<file path="src/rtl/mem_arb_pkg.sv">
// Shared types and constants for the unified-memory arbiter.
// The MEM_ARB_RR_EN build option is consumed in mem_arbiter.sv.
package mem_arb_pkg;

  typedef enum logic [1:0] {
    StIdle  = 2'd0,
    StBusyI = 2'd1,
    StBusyD = 2'd2
  } arb_state_e;

  localparam logic GntI = 1'b0;
  localparam logic GntD = 1'b1;

  localparam int unsigned DefaultTimeout = 64;
  localparam int unsigned AddrW          = 30;
  localparam int unsigned DataW          = 32;

endpackage

</file>
<file path="src/rtl/mem_arb_if.sv">
// Requester and memory-side signals of the arbiter.
// The slave modport is the arbiter's view; master is the surrounding datapath/memory.
interface mem_arb_if;
  import mem_arb_pkg::*;

  logic             i_req;
  logic [AddrW-1:0] i_addr;
  logic             i_ack;
  logic [DataW-1:0] i_rdata;

  logic             d_req;
  logic             d_we;
  logic [3:0]       d_be;
  logic [AddrW-1:0] d_addr;
  logic [DataW-1:0] d_wdata;
  logic             d_ack;
  logic [DataW-1:0] d_rdata;

  logic             bus_err;
  logic             to_flag;
  logic             stall;

  logic             mem_req;
  logic             mem_we;
  logic [3:0]       mem_be;
  logic [AddrW-1:0] mem_addr;
  logic [DataW-1:0] mem_wdata;
  logic [DataW-1:0] mem_rdata;
  logic             mem_ready;

  modport slave (
    input  i_req, i_addr, d_req, d_we, d_be, d_addr, d_wdata, mem_rdata, mem_ready,
    output i_ack, i_rdata, d_ack, d_rdata, bus_err, to_flag, stall,
    output mem_req, mem_we, mem_be, mem_addr, mem_wdata
  );

  modport master (
    output i_req, i_addr, d_req, d_we, d_be, d_addr, d_wdata, mem_rdata, mem_ready,
    input  i_ack, i_rdata, d_ack, d_rdata, bus_err, to_flag, stall,
    input  mem_req, mem_we, mem_be, mem_addr, mem_wdata
  );

endinterface

</file>
<file path="src/rtl/arb_timeout_ctr.sv">
// Busy-cycle counter for the arbiter; expired_o flags the last permitted busy cycle.
module arb_timeout_ctr
  import mem_arb_pkg::*;
#(
  parameter int unsigned CW    = 8,
  parameter int unsigned LIMIT = DefaultTimeout
) (
  input  logic clk_i,
  input  logic rst_ni,
  input  logic clr_i,
  input  logic en_i,
  output logic expired_o
);

  logic [CW-1:0] cnt_q, cnt_d;

  assign expired_o = (cnt_q == CW'(LIMIT - 1));

  // Saturate at the limit so a late clear is never needed for correctness.
  always_comb begin
    cnt_d = cnt_q;
    if (clr_i) begin
      cnt_d = '0;
    end else if (en_i && !expired_o) begin
      cnt_d = cnt_q + CW'(1);
    end
  end

  always_ff @(posedge clk_i or negedge rst_ni) begin
    if (!rst_ni) begin
      cnt_q <= '0;
    end else begin
      cnt_q <= cnt_d;
    end
  end

endmodule

</file>
<file path="src/rtl/mem_arbiter.sv">
// Fetch/data arbiter for a single-ported unified memory with timeout abort.
// Define MEM_ARB_RR_EN for round-robin arbitration instead of data-over-fetch priority.
module mem_arbiter
  import mem_arb_pkg::*;
#(
  parameter int unsigned TIMEOUT = DefaultTimeout,
  parameter int unsigned CW      = 8
) (
  input logic     clock,
  input logic     reset,
  mem_arb_if.slave bus
);

  arb_state_e       state_q, state_d;
  logic             i_ack_q, i_ack_d, d_ack_q, d_ack_d;
  logic             bus_err_q, bus_err_d, to_flag_q, to_flag_d;
  logic             mem_req_q, mem_req_d, mem_we_q, mem_we_d;
  logic [3:0]       mem_be_q, mem_be_d;
  logic [AddrW-1:0] mem_addr_q, mem_addr_d;
  logic [DataW-1:0] mem_wdata_q, mem_wdata_d;
  logic [DataW-1:0] i_rdata_q, i_rdata_d, d_rdata_q, d_rdata_d;

  logic cand_i, cand_d, pick_d, start, busy, expired;

  // A requester in its ack cycle is masked so its held request is not re-granted.
  assign cand_i = bus.i_req & ~i_ack_q;
  assign cand_d = bus.d_req & ~d_ack_q;
  assign busy   = (state_q != StIdle);
  assign start  = (state_q == StIdle) & (cand_i | cand_d);

`ifdef MEM_ARB_RR_EN
  logic last_grant_q, last_grant_d;

  assign pick_d       = cand_d & ~(cand_i & (last_grant_q == GntD));
  assign last_grant_d = start ? (pick_d ? GntD : GntI) : last_grant_q;

  always_ff @(posedge clock or negedge reset) begin
    if (!reset) begin
      last_grant_q <= GntI;
    end else begin
      last_grant_q <= last_grant_d;
    end
  end
`else
  assign pick_d = cand_d;
`endif

  arb_timeout_ctr #(
    .CW   (CW),
    .LIMIT(TIMEOUT)
  ) u_timeout (
    .clk_i    (clock),
    .rst_ni   (reset),
    .clr_i    (start),
    .en_i     (busy & ~bus.mem_ready),
    .expired_o(expired)
  );

  always_comb begin
    state_d     = state_q;
    i_ack_d     = 1'b0;
    d_ack_d     = 1'b0;
    bus_err_d   = 1'b0;
    to_flag_d   = to_flag_q;
    mem_req_d   = mem_req_q;
    mem_we_d    = mem_we_q;
    mem_be_d    = mem_be_q;
    mem_addr_d  = mem_addr_q;
    mem_wdata_d = mem_wdata_q;
    i_rdata_d   = i_rdata_q;
    d_rdata_d   = d_rdata_q;
    unique case (state_q)
      StIdle: begin
        if (start) begin
          mem_req_d = 1'b1;
          if (pick_d) begin
            state_d     = StBusyD;
            mem_we_d    = bus.d_we;
            mem_be_d    = bus.d_we ? bus.d_be : 4'hF;
            mem_addr_d  = bus.d_addr;
            mem_wdata_d = bus.d_wdata;
          end else begin
            state_d     = StBusyI;
            mem_we_d    = 1'b0;
            mem_be_d    = 4'hF;
            mem_addr_d  = bus.i_addr;
            mem_wdata_d = '0;
          end
        end
      end
      StBusyI, StBusyD: begin
        // mem_ready in the limit cycle wins over the abort.
        if (bus.mem_ready || expired) begin
          state_d   = StIdle;
          mem_req_d = 1'b0;
          bus_err_d = ~bus.mem_ready;
          to_flag_d = to_flag_q | ~bus.mem_ready;
          if (state_q == StBusyI) begin
            i_ack_d   = 1'b1;
            i_rdata_d = bus.mem_ready ? bus.mem_rdata : '0;
          end else begin
            d_ack_d   = 1'b1;
            d_rdata_d = bus.mem_ready ? bus.mem_rdata : '0;
          end
        end
      end
      default: state_d = StIdle;
    endcase
  end

  always_ff @(posedge clock or negedge reset) begin
    if (!reset) begin
      state_q     <= StIdle;
      i_ack_q     <= 1'b0;
      d_ack_q     <= 1'b0;
      bus_err_q   <= 1'b0;
      to_flag_q   <= 1'b0;
      mem_req_q   <= 1'b0;
      mem_we_q    <= 1'b0;
      mem_be_q    <= '0;
      mem_addr_q  <= '0;
      mem_wdata_q <= '0;
      i_rdata_q   <= '0;
      d_rdata_q   <= '0;
    end else begin
      state_q     <= state_d;
      i_ack_q     <= i_ack_d;
      d_ack_q     <= d_ack_d;
      bus_err_q   <= bus_err_d;
      to_flag_q   <= to_flag_d;
      mem_req_q   <= mem_req_d;
      mem_we_q    <= mem_we_d;
      mem_be_q    <= mem_be_d;
      mem_addr_q  <= mem_addr_d;
      mem_wdata_q <= mem_wdata_d;
      i_rdata_q   <= i_rdata_d;
      d_rdata_q   <= d_rdata_d;
    end
  end

  assign bus.i_ack     = i_ack_q;
  assign bus.i_rdata   = i_rdata_q;
  assign bus.d_ack     = d_ack_q;
  assign bus.d_rdata   = d_rdata_q;
  assign bus.bus_err   = bus_err_q;
  assign bus.to_flag   = to_flag_q;
  assign bus.stall     = cand_i | cand_d;
  assign bus.mem_req   = mem_req_q;
  assign bus.mem_we    = mem_we_q;
  assign bus.mem_be    = mem_be_q;
  assign bus.mem_addr  = mem_addr_q;
  assign bus.mem_wdata = mem_wdata_q;

endmodule

</file>
<file path="src/flat_wrapper.sv">
// flat-port wrapper written by rule: the top's interface ports become plain ports
module mem_arbiter_flat import mem_arb_pkg::*;
#(
  parameter int unsigned TIMEOUT = DefaultTimeout,
  parameter int unsigned CW      = 8
)
  (clock, reset, bus_i_req, bus_i_addr, bus_d_req, bus_d_we, bus_d_be, bus_d_addr, bus_d_wdata, bus_mem_rdata, bus_mem_ready, bus_i_ack, bus_i_rdata, bus_d_ack, bus_d_rdata, bus_bus_err, bus_to_flag, bus_stall, bus_mem_req, bus_mem_we, bus_mem_be, bus_mem_addr, bus_mem_wdata);
  mem_arb_if bus_i ();
  input logic clock;
  input logic reset;
  input wire logic [$bits(bus_i.i_req)-1:0] bus_i_req;
  input wire logic [$bits(bus_i.i_addr)-1:0] bus_i_addr;
  input wire logic [$bits(bus_i.d_req)-1:0] bus_d_req;
  input wire logic [$bits(bus_i.d_we)-1:0] bus_d_we;
  input wire logic [$bits(bus_i.d_be)-1:0] bus_d_be;
  input wire logic [$bits(bus_i.d_addr)-1:0] bus_d_addr;
  input wire logic [$bits(bus_i.d_wdata)-1:0] bus_d_wdata;
  input wire logic [$bits(bus_i.mem_rdata)-1:0] bus_mem_rdata;
  input wire logic [$bits(bus_i.mem_ready)-1:0] bus_mem_ready;
  output wire logic [$bits(bus_i.i_ack)-1:0] bus_i_ack;
  output wire logic [$bits(bus_i.i_rdata)-1:0] bus_i_rdata;
  output wire logic [$bits(bus_i.d_ack)-1:0] bus_d_ack;
  output wire logic [$bits(bus_i.d_rdata)-1:0] bus_d_rdata;
  output wire logic [$bits(bus_i.bus_err)-1:0] bus_bus_err;
  output wire logic [$bits(bus_i.to_flag)-1:0] bus_to_flag;
  output wire logic [$bits(bus_i.stall)-1:0] bus_stall;
  output wire logic [$bits(bus_i.mem_req)-1:0] bus_mem_req;
  output wire logic [$bits(bus_i.mem_we)-1:0] bus_mem_we;
  output wire logic [$bits(bus_i.mem_be)-1:0] bus_mem_be;
  output wire logic [$bits(bus_i.mem_addr)-1:0] bus_mem_addr;
  output wire logic [$bits(bus_i.mem_wdata)-1:0] bus_mem_wdata;
  assign bus_i.i_req = bus_i_req;
  assign bus_i.i_addr = bus_i_addr;
  assign bus_i.d_req = bus_d_req;
  assign bus_i.d_we = bus_d_we;
  assign bus_i.d_be = bus_d_be;
  assign bus_i.d_addr = bus_d_addr;
  assign bus_i.d_wdata = bus_d_wdata;
  assign bus_i.mem_rdata = bus_mem_rdata;
  assign bus_i.mem_ready = bus_mem_ready;
  assign bus_i_ack = bus_i.i_ack;
  assign bus_i_rdata = bus_i.i_rdata;
  assign bus_d_ack = bus_i.d_ack;
  assign bus_d_rdata = bus_i.d_rdata;
  assign bus_bus_err = bus_i.bus_err;
  assign bus_to_flag = bus_i.to_flag;
  assign bus_stall = bus_i.stall;
  assign bus_mem_req = bus_i.mem_req;
  assign bus_mem_we = bus_i.mem_we;
  assign bus_mem_be = bus_i.mem_be;
  assign bus_mem_addr = bus_i.mem_addr;
  assign bus_mem_wdata = bus_i.mem_wdata;
  mem_arbiter #(.TIMEOUT(TIMEOUT), .CW(CW)) u_core (.clock(clock), .reset(reset), .bus(bus_i));
endmodule
</file>
<file path="config.mk">
export PLATFORM = sky130hd
export DESIGN_NAME = mem_arbiter_flat
export DESIGN_NICKNAME = d
export VERILOG_FILES = /design/src/rtl/mem_arb_pkg.sv /design/src/rtl/mem_arb_if.sv /design/src/rtl/arb_timeout_ctr.sv /design/src/rtl/mem_arbiter.sv /design/src/flat_wrapper.sv
export SDC_FILE = /design/constraint.sdc
export NUM_CORES = 1
export LEC_CHECK = 0
export CORE_UTILIZATION = 41
export DETAILED_ROUTE_END_ITERATION = 6
export PLACE_DENSITY = 0.83
export SLEW_MARGIN = 20
export SYNTH_ARGS = -nofsm -noshare
export SYNTH_HDL_FRONTEND = slang
export SYNTH_SLANG_ARGS = --single-unit
</file>
<file path="constraint.sdc">
create_clock -name clock -period 2.4 [get_ports clock]
set_input_delay 0.72 -clock clock [delete_from_list [all_inputs] [get_ports clock]]
set_output_delay 0.72 -clock clock [all_outputs]
set_load 0.005 [all_outputs]
</file>
### Word-level counts from Yosys, hierarchy flattened

Cells that the tools add are included.

| word-level totals | value |
|---|---|
| bits in registers | 146 |
| output and inout bits | 137 |
| bits of input ports | 134 |

| cells by class | value |
|---|---|
| bitwise logic cells | 10 |
| multiplexer cells | 23 |
| reductions and logical operators | 14 |
| eq/ne operators | 5 |
| $add $sub $neg | 1 |

Operators by type and width:

| kind | number |
|---|---|
| 32-bit 2-to-1 mux | 2 |
| 30-bit 2-to-1 mux | 1 |
| 8-bit 2-to-1 mux | 2 |
| 1-bit 2-to-1 mux | 11 |
| 3-bit AND reduction | 3 |
| 8-bit by 1-bit adder with 8-bit output (second input constant) | 1 |
| 8-bit by 6-bit == test with 1-bit output (second input constant) | 1 |
| 4-bit 2-to-1 mux | 2 |
| 2-bit 2-to-1 mux | 3 |
| 2-bit AND reduction | 3 |
| 2-bit nonzero test | 3 |
| 1-bit bitwise AND | 4 |
| 2-bit by 1-bit != test with 1-bit output (second input constant) | 2 |
| 1-bit NOT | 4 |
| 2-bit case mux with 2 select lines | 1 |
| 2-bit by 1-bit == test with 1-bit output (second input constant) | 1 |
| 2-bit == test (second input constant) | 1 |
| 2-bit logical NOT | 1 |
| 1-bit OR | 2 |
| 1-bit case mux with 2 select lines | 1 |
| 2-bit OR reduction | 1 |
| 1-bit logical AND | 1 |
| 1-bit logical NOT | 1 |
| 1-bit logical OR | 1 |

### Logic depth before layout (Yosys ltp)

Gate-level depths: netlist (run 1).

| depth | value |
|---|---|
| depth in word-level cells | 6 |
| depth in mapped cells | 8 |

### Hierarchy

A second synthesis (run 1) with hierarchy kept.

| second synthesis, totals | value |
|---|---|
| cells, all modules | 507 |
| area, all modules | 6077.1 µm² |

By module, submodules not included:

| module | instances | area an instance (µm²) | sequential area each (µm²) | cells an instance |
|---|---|---|---|---|
| mem_arbiter | 1 | 5600.4 | 3453.3 | 462 |
| arb_timeout_ctr | 1 | 476.7 | 200.2 | 45 |

### Least setup slack after synthesis (run 1)

Ideal clock, no wire load.

| timing | value |
|---|---|
| path type | in2out |
| from | in bus_d_req |
| to | out bus_stall |
| slack | 0.420 ns |
| buffers on the path | 1 |
| arrival | 1.260 ns |
| cell stages on the path | 3 |
| cell sequence | nor2b_1 -> or2_2 -> clkbuf_1 |

| on the way | value |
|---|---|
| word-level cells in the longest chain between the ends | 2 |

RTL lines:

| what | RTL line | RTL |
|---|---|---|
| from (decl) | flat_wrapper.sv:13 | `input wire logic [$bits(bus_i.d_req)-1:0] bus_d_req;` |
| 1-bit bitwise AND | mem_arbiter.sv:27 | `assign cand_d = bus.d_req & ~d_ack_q;` |
| 1-bit OR | mem_arbiter.sv:147 | `assign bus.stall = cand_i \| cand_d;` |
| to (decl) | flat_wrapper.sv:26 | `output wire logic [$bits(bus_i.stall)-1:0] bus_stall;` |

No other way between the ends.

### Worst setup path in the final report (run 1)

| timing | value |
|---|---|
| from | in bus_i_req |
| to | out bus_stall |

| on the way | value |
|---|---|
| word-level cells in the longest chain between the ends | 2 |

RTL lines:

| what | RTL line | RTL |
|---|---|---|
| from (decl) | flat_wrapper.sv:11 | `input wire logic [$bits(bus_i.i_req)-1:0] bus_i_req;` |
| 1-bit bitwise AND | mem_arbiter.sv:26 | `assign cand_i = bus.i_req & ~i_ack_q;` |
| 1-bit OR | mem_arbiter.sv:147 |  |

No other way between the ends.

==> results of run 1 <==
kinds of logic after synthesis:
kind of cell / synth area share
compound gates: 0.203
mux: 0.0580
fa+ha+maj: 0.00871
buf+inv: 0.0322
simple gates: 0.0606
flops: 0.636
xor+xnor: 0.00153
worst max-delay path, cell delays in order:
cell	delay [ns]
clkdlybuf4s50_1	0.40
nor2b_4	0.13
or2_4	0.27
buf_6	0.12
what timing repair did:
action                     4_1_cts  5_1_grt
gates resized for setup          8        3
pin swaps                        0        1
hold buffers                     0        0
setup endpoints to repair        1        1
state kept, by name (all words and copies together), names as in the netlist:
register                flops
u_core.bus.bus_err          1
u_core.bus.i_ack            1
u_core.bus.d_ack            1
u_core.bus.mem_req          1
u_core.bus.d_rdata         32
u_core.state_q              2
u_core.bus.mem_we           1
u_core.u_timeout.cnt_q      8
u_core.bus.mem_wdata       32
u_core.bus.i_rdata         32
u_core.bus.mem_addr        30
u_core.bus.to_flag          1
u_core.bus.mem_be           4
where the power goes:
part | switching [mW] | total, mW | leakage [nW] | internal, mW
combinational | 1.77 | 4.69 | 2.05 | 2.93
clock | 1.03 | 2.36 | 0.250 | 1.33
sequential | 0.637 | 4.15 | 1.84 | 3.51
per-layer routing:
layer  GRT usage  vias to the layer above  wire, µm
li1            -                     2188         -
met1       0.254                     2313      5890
met2       0.407                      219      8380
met3      0.0759                       18      1340
met4      0.0725                        0       218
met5           0                        -         0
metrics by stage:
stage / TNS (ns) / power, mW / hold WS (ns)
after floorplan: 0 / 5.91 / 0.424
after global placement: -0.414 / 8.67 / 0.453
after detailed placement: -0.424 / 8.87 / 0.470
after CTS: 0 / 11.3 / 0.207
after global routing: 0 / 11.9 / 0.215
final: 0 / 11.2 / 0.209
synthesized netlist by cell type:
library cell	instances	share of area
o21bai_1	1	0.0013
o21bai_4	1	0.0033
o21ai_0	27	0.024
or2_1	1	0.0011
a21oi_1	3	0.0026
nand4_1	1	0.0011
or3_1	1	0.0011
o22ai_1	2	0.0022
nand2b_1	2	0.0022
o21ai_1	7	0.0061
buf_2	9	0.0078
nor3b_1	2	0.0026
or2_2	2	0.0022
o211ai_1	2	0.0026
a311o_1	1	0.0017
and3_1	2	0.0022
nand2_1	38	0.025
buf_6	3	0.0059
a22o_1	97	0.15
nand2_2	1	0.0011
inv_1	5	0.0033
o21ai_4	1	0.0028
clkbuf_1	22	0.014
ha_1	4	0.0087
nand4_2	1	0.0022
nor3_1	2	0.0017
nand3_1	8	0.0070
mux2i_1	31	0.054
and2_1	3	0.0033
or3b_4	1	0.0020
mux2_2	2	0.0039
o22a_1	4	0.0061
clkbuf_2	1	0.00087
nor2_1	6	0.0039
dfrtp_1	146	0.64
xnor2_1	1	0.0015
nor2b_1	2	0.0022
o31ai_1	2	0.0026
final cells by class:
cell class	count	area (µm²)
fill	988	4160
clock buffer	17	425
multi-input combinational	259	1940
inverter	5	18.8
sequential	146	3650
clock inverter	14	108
tap	176	220
timing repair buffer	290	2930
worst max-delay path by stage:
| stage | from | end | slack, ns | cells past startpoint |
|---|---|---|---|---|
| 2_1_floorplan | bus_d_req | bus_stall | 0.42 | 3 |
| 6_report | bus_i_req | bus_stall | 0.04 | 4 |
| 5_1_grt | bus_i_req | bus_stall | 0.002 | 4 |
| 4_1_cts | bus_i_req | bus_stall | 0.02 | 4 |
| 3_5_place_dp | bus_d_req | bus_stall | -0.42 | 4 |
| 3_3_place_gp | bus_i_req | bus_stall | -0.41 | 4 |
==> impl_metrics.ini, run 1 <==
[clock_network]
cts_max_path_buffers = 2
post_cts.repair.setup_buffers = 0
root_cell_of_the_clock_tree = clkbuf_16
cts-htree-levels = 4
worst_setup_hold_path_clk_slew_ns = 0.06
number_of_buffers_added_by_the_clock_tree_synthesis_step = 17
worstSkewPairLatency_ns = 0.41
cts_tree = built
clock_sink_count = 146

[floorplanning]
chipHeight_um = 120
core_area_um2 = 13500
fp-row-count = 42
start_util = 0.427
die_w_um = 120
io-pin-count = 271
floorplan.die_area_um2 = 14500

[layout]
stdcell_count = 907
layout.cells.most_common = clkdlybuf4s50_1
antenna-diode-count = 0
layout-drive-gt1-share = 0.0917
post-route-util = 0.691
number_of_nets_in_the_finished_design = 857
layout_common_cells = clkdlybuf4s50_1, dfrtp_1, a22o_1
layout.cell_area.non_filler_um2 = 9290
area_growth_syn_to_layout_pct = 61.8

[worst_setup_path]
worstReg2RegStart = u_core.u_timeout.cnt_q[0]
worstSetupPathType = primary input to primary output
critPathCaptureType = primary output
maximum_net_fanout_on_the_critical_path = 2
worst_setup_path_start_kind = primary input
reg2reg_to = u_core.bus.i_rdata[5]
r2r_setup_slack_ns = 0.45
worst-endpoint-arrival_ns = 1.64
worst-r2r-cell-count = 6
cp.required_ns = 1.68

[sta]
layout_min_cycle_time_ns = 2.36
final_critical_path_setup_slack_ns = 0.0391
hold_viol = 0
timing.fmax_mhz = 424
final_setup_violation_count = 0
final.setup_skew_ns = 0.00979
maxSlewViolCount = 0
grt_setup_unrepaired = no
slew_headroom = 0.743
period_share = 0.984
timing_worst_slew_pin_value_ns = 0.385

[yosys]
synthDistinctLibCells = 38
postSynthCellCount = 445
synth.yosys.warnings = 0
flop_and_latch_count_out_of_synthesis = 146
syn-num-nets = 583
synth-seq-area-share = 0.636
synth_area_per_cell_um2 = 12.9
synth.cell_area_um2 = 5740

[detailed_routing]
num_vias = 4738
wire_per_inst_um = 17.4
totalWireLength_um = 15800
post-route-drc-count = 0
drtIter0Drc = 284
final_antenna_net_count = 0
route.detailed.vias_per_inst = 5.22
first_pass_iters = 4

[placed_design]
place.detailed.instances = 876
routabilityCongestion = 0.809
place_worst_setup_slack_ns = -0.424
dp_hpwl_um = 11600
port_buffers = 270
post_place_cell_area_um2 = 8740

[hold_path]
hold_path_class = primary input to asynchronous set/reset pin

[grt]
antenna_found_initial = 0
global_route_wire_length_before_repair_um = 25400
gr-total-overflow = 0
vias_in_the_first_global_route = 4990
gr-usage-all-layers = 0.227
grt_max_degree = 52

[pwr]
p_leak_nw = 4.13
ir_drop_mv = 0.617
power_per_cell_area_nw_per_um2 = 1210

[flow_run]
max_cap_viol_count = 0

[run_status]
status = complete, no violations
(Power assumes the default switching activity.)
==> run 2: changes to the inputs <==
CORE_MARGIN = 4   (was default)
CTS_CLUSTER_SIZE = 8   (was default)
==> run 2 against run 1 <==
  * Sequential share of layout area about the same
  * Register-to-register slack improved by 0.08 ns
  * Global-route usage shrank 2.1 points
  * Sequential cell count is the same
  * Critical path type unchanged
  * Critical endpoint unchanged
  * Cell area about the same
  * Routed wire length up 3.0%
  * Clock power grew 9.3%
==> impl_metrics.ini, run 2 (synthesized netlist as in run 1, its figures left out) <==
[floorplanning]
die_w_um = 126
fp-row-count = 42
start_util = 0.427
core_area_um2 = 13500
io-pin-count = 271
chipHeight_um = 126
floorplan.die_area_um2 = 16000

[grt]
gr-total-overflow = 0
antenna_found_initial = 0
grtUsageMet1 = 0.260
use_met3 = 0.0584
grt_util_met2 = 0.338
gr-usage-all-layers = 0.207
vias_in_the_first_global_route = 5064
grt-busiest-layer = met2
global_route_wire_length_before_repair_um = 26400
grt_max_degree = 61

[detailed_routing]
drtIter0Drc = 255
first_pass_iters = 4
num_vias = 4740
route.detailed.vias_per_inst = 5.24
post-route-drc-count = 0
wire_per_inst_um = 18.0
totalWireLength_um = 16300
final_antenna_net_count = 0

[placed_design]
port_buffers = 270
dp_hpwl_um = 12100
routabilityCongestion = 0.808
place.detailed.instances = 873
post_place_cell_area_um2 = 8710
place_worst_setup_slack_ns = -0.431

[pwr]
p_total_mw = 11.4
ir_drop_mv = 0.619
p_leak_nw = 4.14
power_per_cell_area_nw_per_um2 = 1220

[flow_run]
max_cap_viol_count = 0

[worst_setup_path]
worst-endpoint-arrival_ns = 1.64
worstReg2RegStart = u_core.state_q[1]
r2r_setup_slack_ns = 0.53
worst_setup_path_start_kind = primary input
critPathCaptureType = primary output
cp_cell_sequence = clkdlybuf4s50_1, nor2b_1, or2_4, buf_2
crit_path_top_delay_cell = clkdlybuf4s50_1
cpLargestDelayFamily = buffers and inverters
worst-r2r-cell-count = 6
cpPeakStageDelay_ns = 0.40
critPathBufInv = 2
cp.required_ns = 1.68
reg2reg_to = u_core.bus.mem_be[0]
worstSetupPathType = primary input to primary output
maximum_net_fanout_on_the_critical_path = 2

[clock_network]
cts_tree = built
number_of_buffers_added_by_the_clock_tree_synthesis_step = 17
worst_setup_hold_path_clk_slew_ns = 0.06
clock_sink_count = 146
cts_max_path_buffers = 2
post_cts.repair.setup_buffers = 0
root_cell_of_the_clock_tree = clkbuf_16
cts-htree-levels = 4
worstSkewPairLatency_ns = 0.41

[layout]
layout_common_cells = clkdlybuf4s50_1, dfrtp_1, a22o_1
layout.cells.most_common = clkdlybuf4s50_1
number_of_nets_in_the_finished_design = 854
stdcell_count = 904
layout-drive-gt1-share = 0.0852
layout.cell_area.non_filler_um2 = 9300
antenna-diode-count = 0
area_growth_syn_to_layout_pct = 61.9
fillers = 991
post-route-util = 0.691

[sta]
hold_viol = 0
maxSlewViolCount = 0
timing_worst_slew_pin_value_ns = 0.408
final_setup_violation_count = 0
slew_headroom = 0.728
layout_min_cycle_time_ns = 2.36
timing.fmax_mhz = 424
final_critical_path_setup_slack_ns = 0.0413
period_share = 0.983
final.setup_skew_ns = 0.00837
grt_setup_unrepaired = no

[run_status]
status = complete, no violations

[hold_path]
hold_path_class = primary input to asynchronous set/reset pin
[run 2: cell types whose count changed in the layout (fill, tap and decap cells not counted), moves of 2 or more]
cell and delta:
nor2b_4 -2, inv_6 -4, buf_4 -2, clkinvlp_4 -4
bufinv_16 +2, clkbuf_8 +4
[run 2: power by group]
group | switching, mW | leakage (nW) | internal, mW
logic | 1.76 | 2.01 | 2.90
registers | 0.640 | 1.84 | 3.51
clock network | 0.946 | 0.292 | 1.63
total | 3.35 | 4.14 | 8.04
[run 2: what timing repair did]
item                       CTS  global route
setup endpoints to repair    1             0
gates resized for setup      7             0
hold buffers                 0             0
hold endpoints to repair     0             0
[run 2: routing by layer]
metal | share of wire | vias to the layer above | wire, µm
met4 | 0.028 | 0 | 454
met2 | 0.50 | 211 | 8140
met5 | 0 | - | 0
met3 | 0.071 | 32 | 1160
met1 | 0.40 | 2313 | 6540
li1 | - | 2184 | -
[run 2: how the worst max path moves through the flow]
stage | start | end | slack (ns) | cells past startpoint
3_5_place_dp | bus_d_req | bus_stall | -0.43 | 4
5_1_grt | bus_i_req | bus_stall | 0.01 | 4
4_1_cts | bus_i_req | bus_stall | 0.04 | 4
3_3_place_gp | bus_d_req | bus_stall | -0.45 | 4
2_1_floorplan | bus_d_req | bus_stall | 0.42 | 3
6_report | bus_i_req | bus_stall | 0.04 | 4
[run 2: final cells by class]
class / count / area (µm²) / area share
flip-flops and latches: 146 / 3650 / 0.393
repair buffers: 287 / 2890 / 0.311
multi-input cells: 259 / 1930 / 0.207
clock buffers: 22 / 484 / 0.0521
well taps: 176 / 220 / 0.0237
clock inverters: 9 / 105 / 0.0113
inverters: 5 / 18.8 / 0.00202
[run 2: worst reg2reg max path, stage by stage, from the launching register on]
cell and delay, ns:
dfrtp_1 0.40, inv_1 0.11, ha_1 0.36, inv_1 0.11, nor2_2 0.35, nand2_1 0.22
o22a_1 0.22
[run 2: per-stage QoR]
| step | hold slack, ns | setup TNS [ns] |
|---|---|---|
| 2_1_floorplan | 0.424 | 0 |
| 4_1_cts | 0.222 | 0 |
| 3_5_place_dp | 0.462 | -0.431 |
| 6_report | 0.220 | 0 |
| 3_3_place_gp | 0.456 | -0.447 |
| 5_1_grt | 0.235 | 0 |
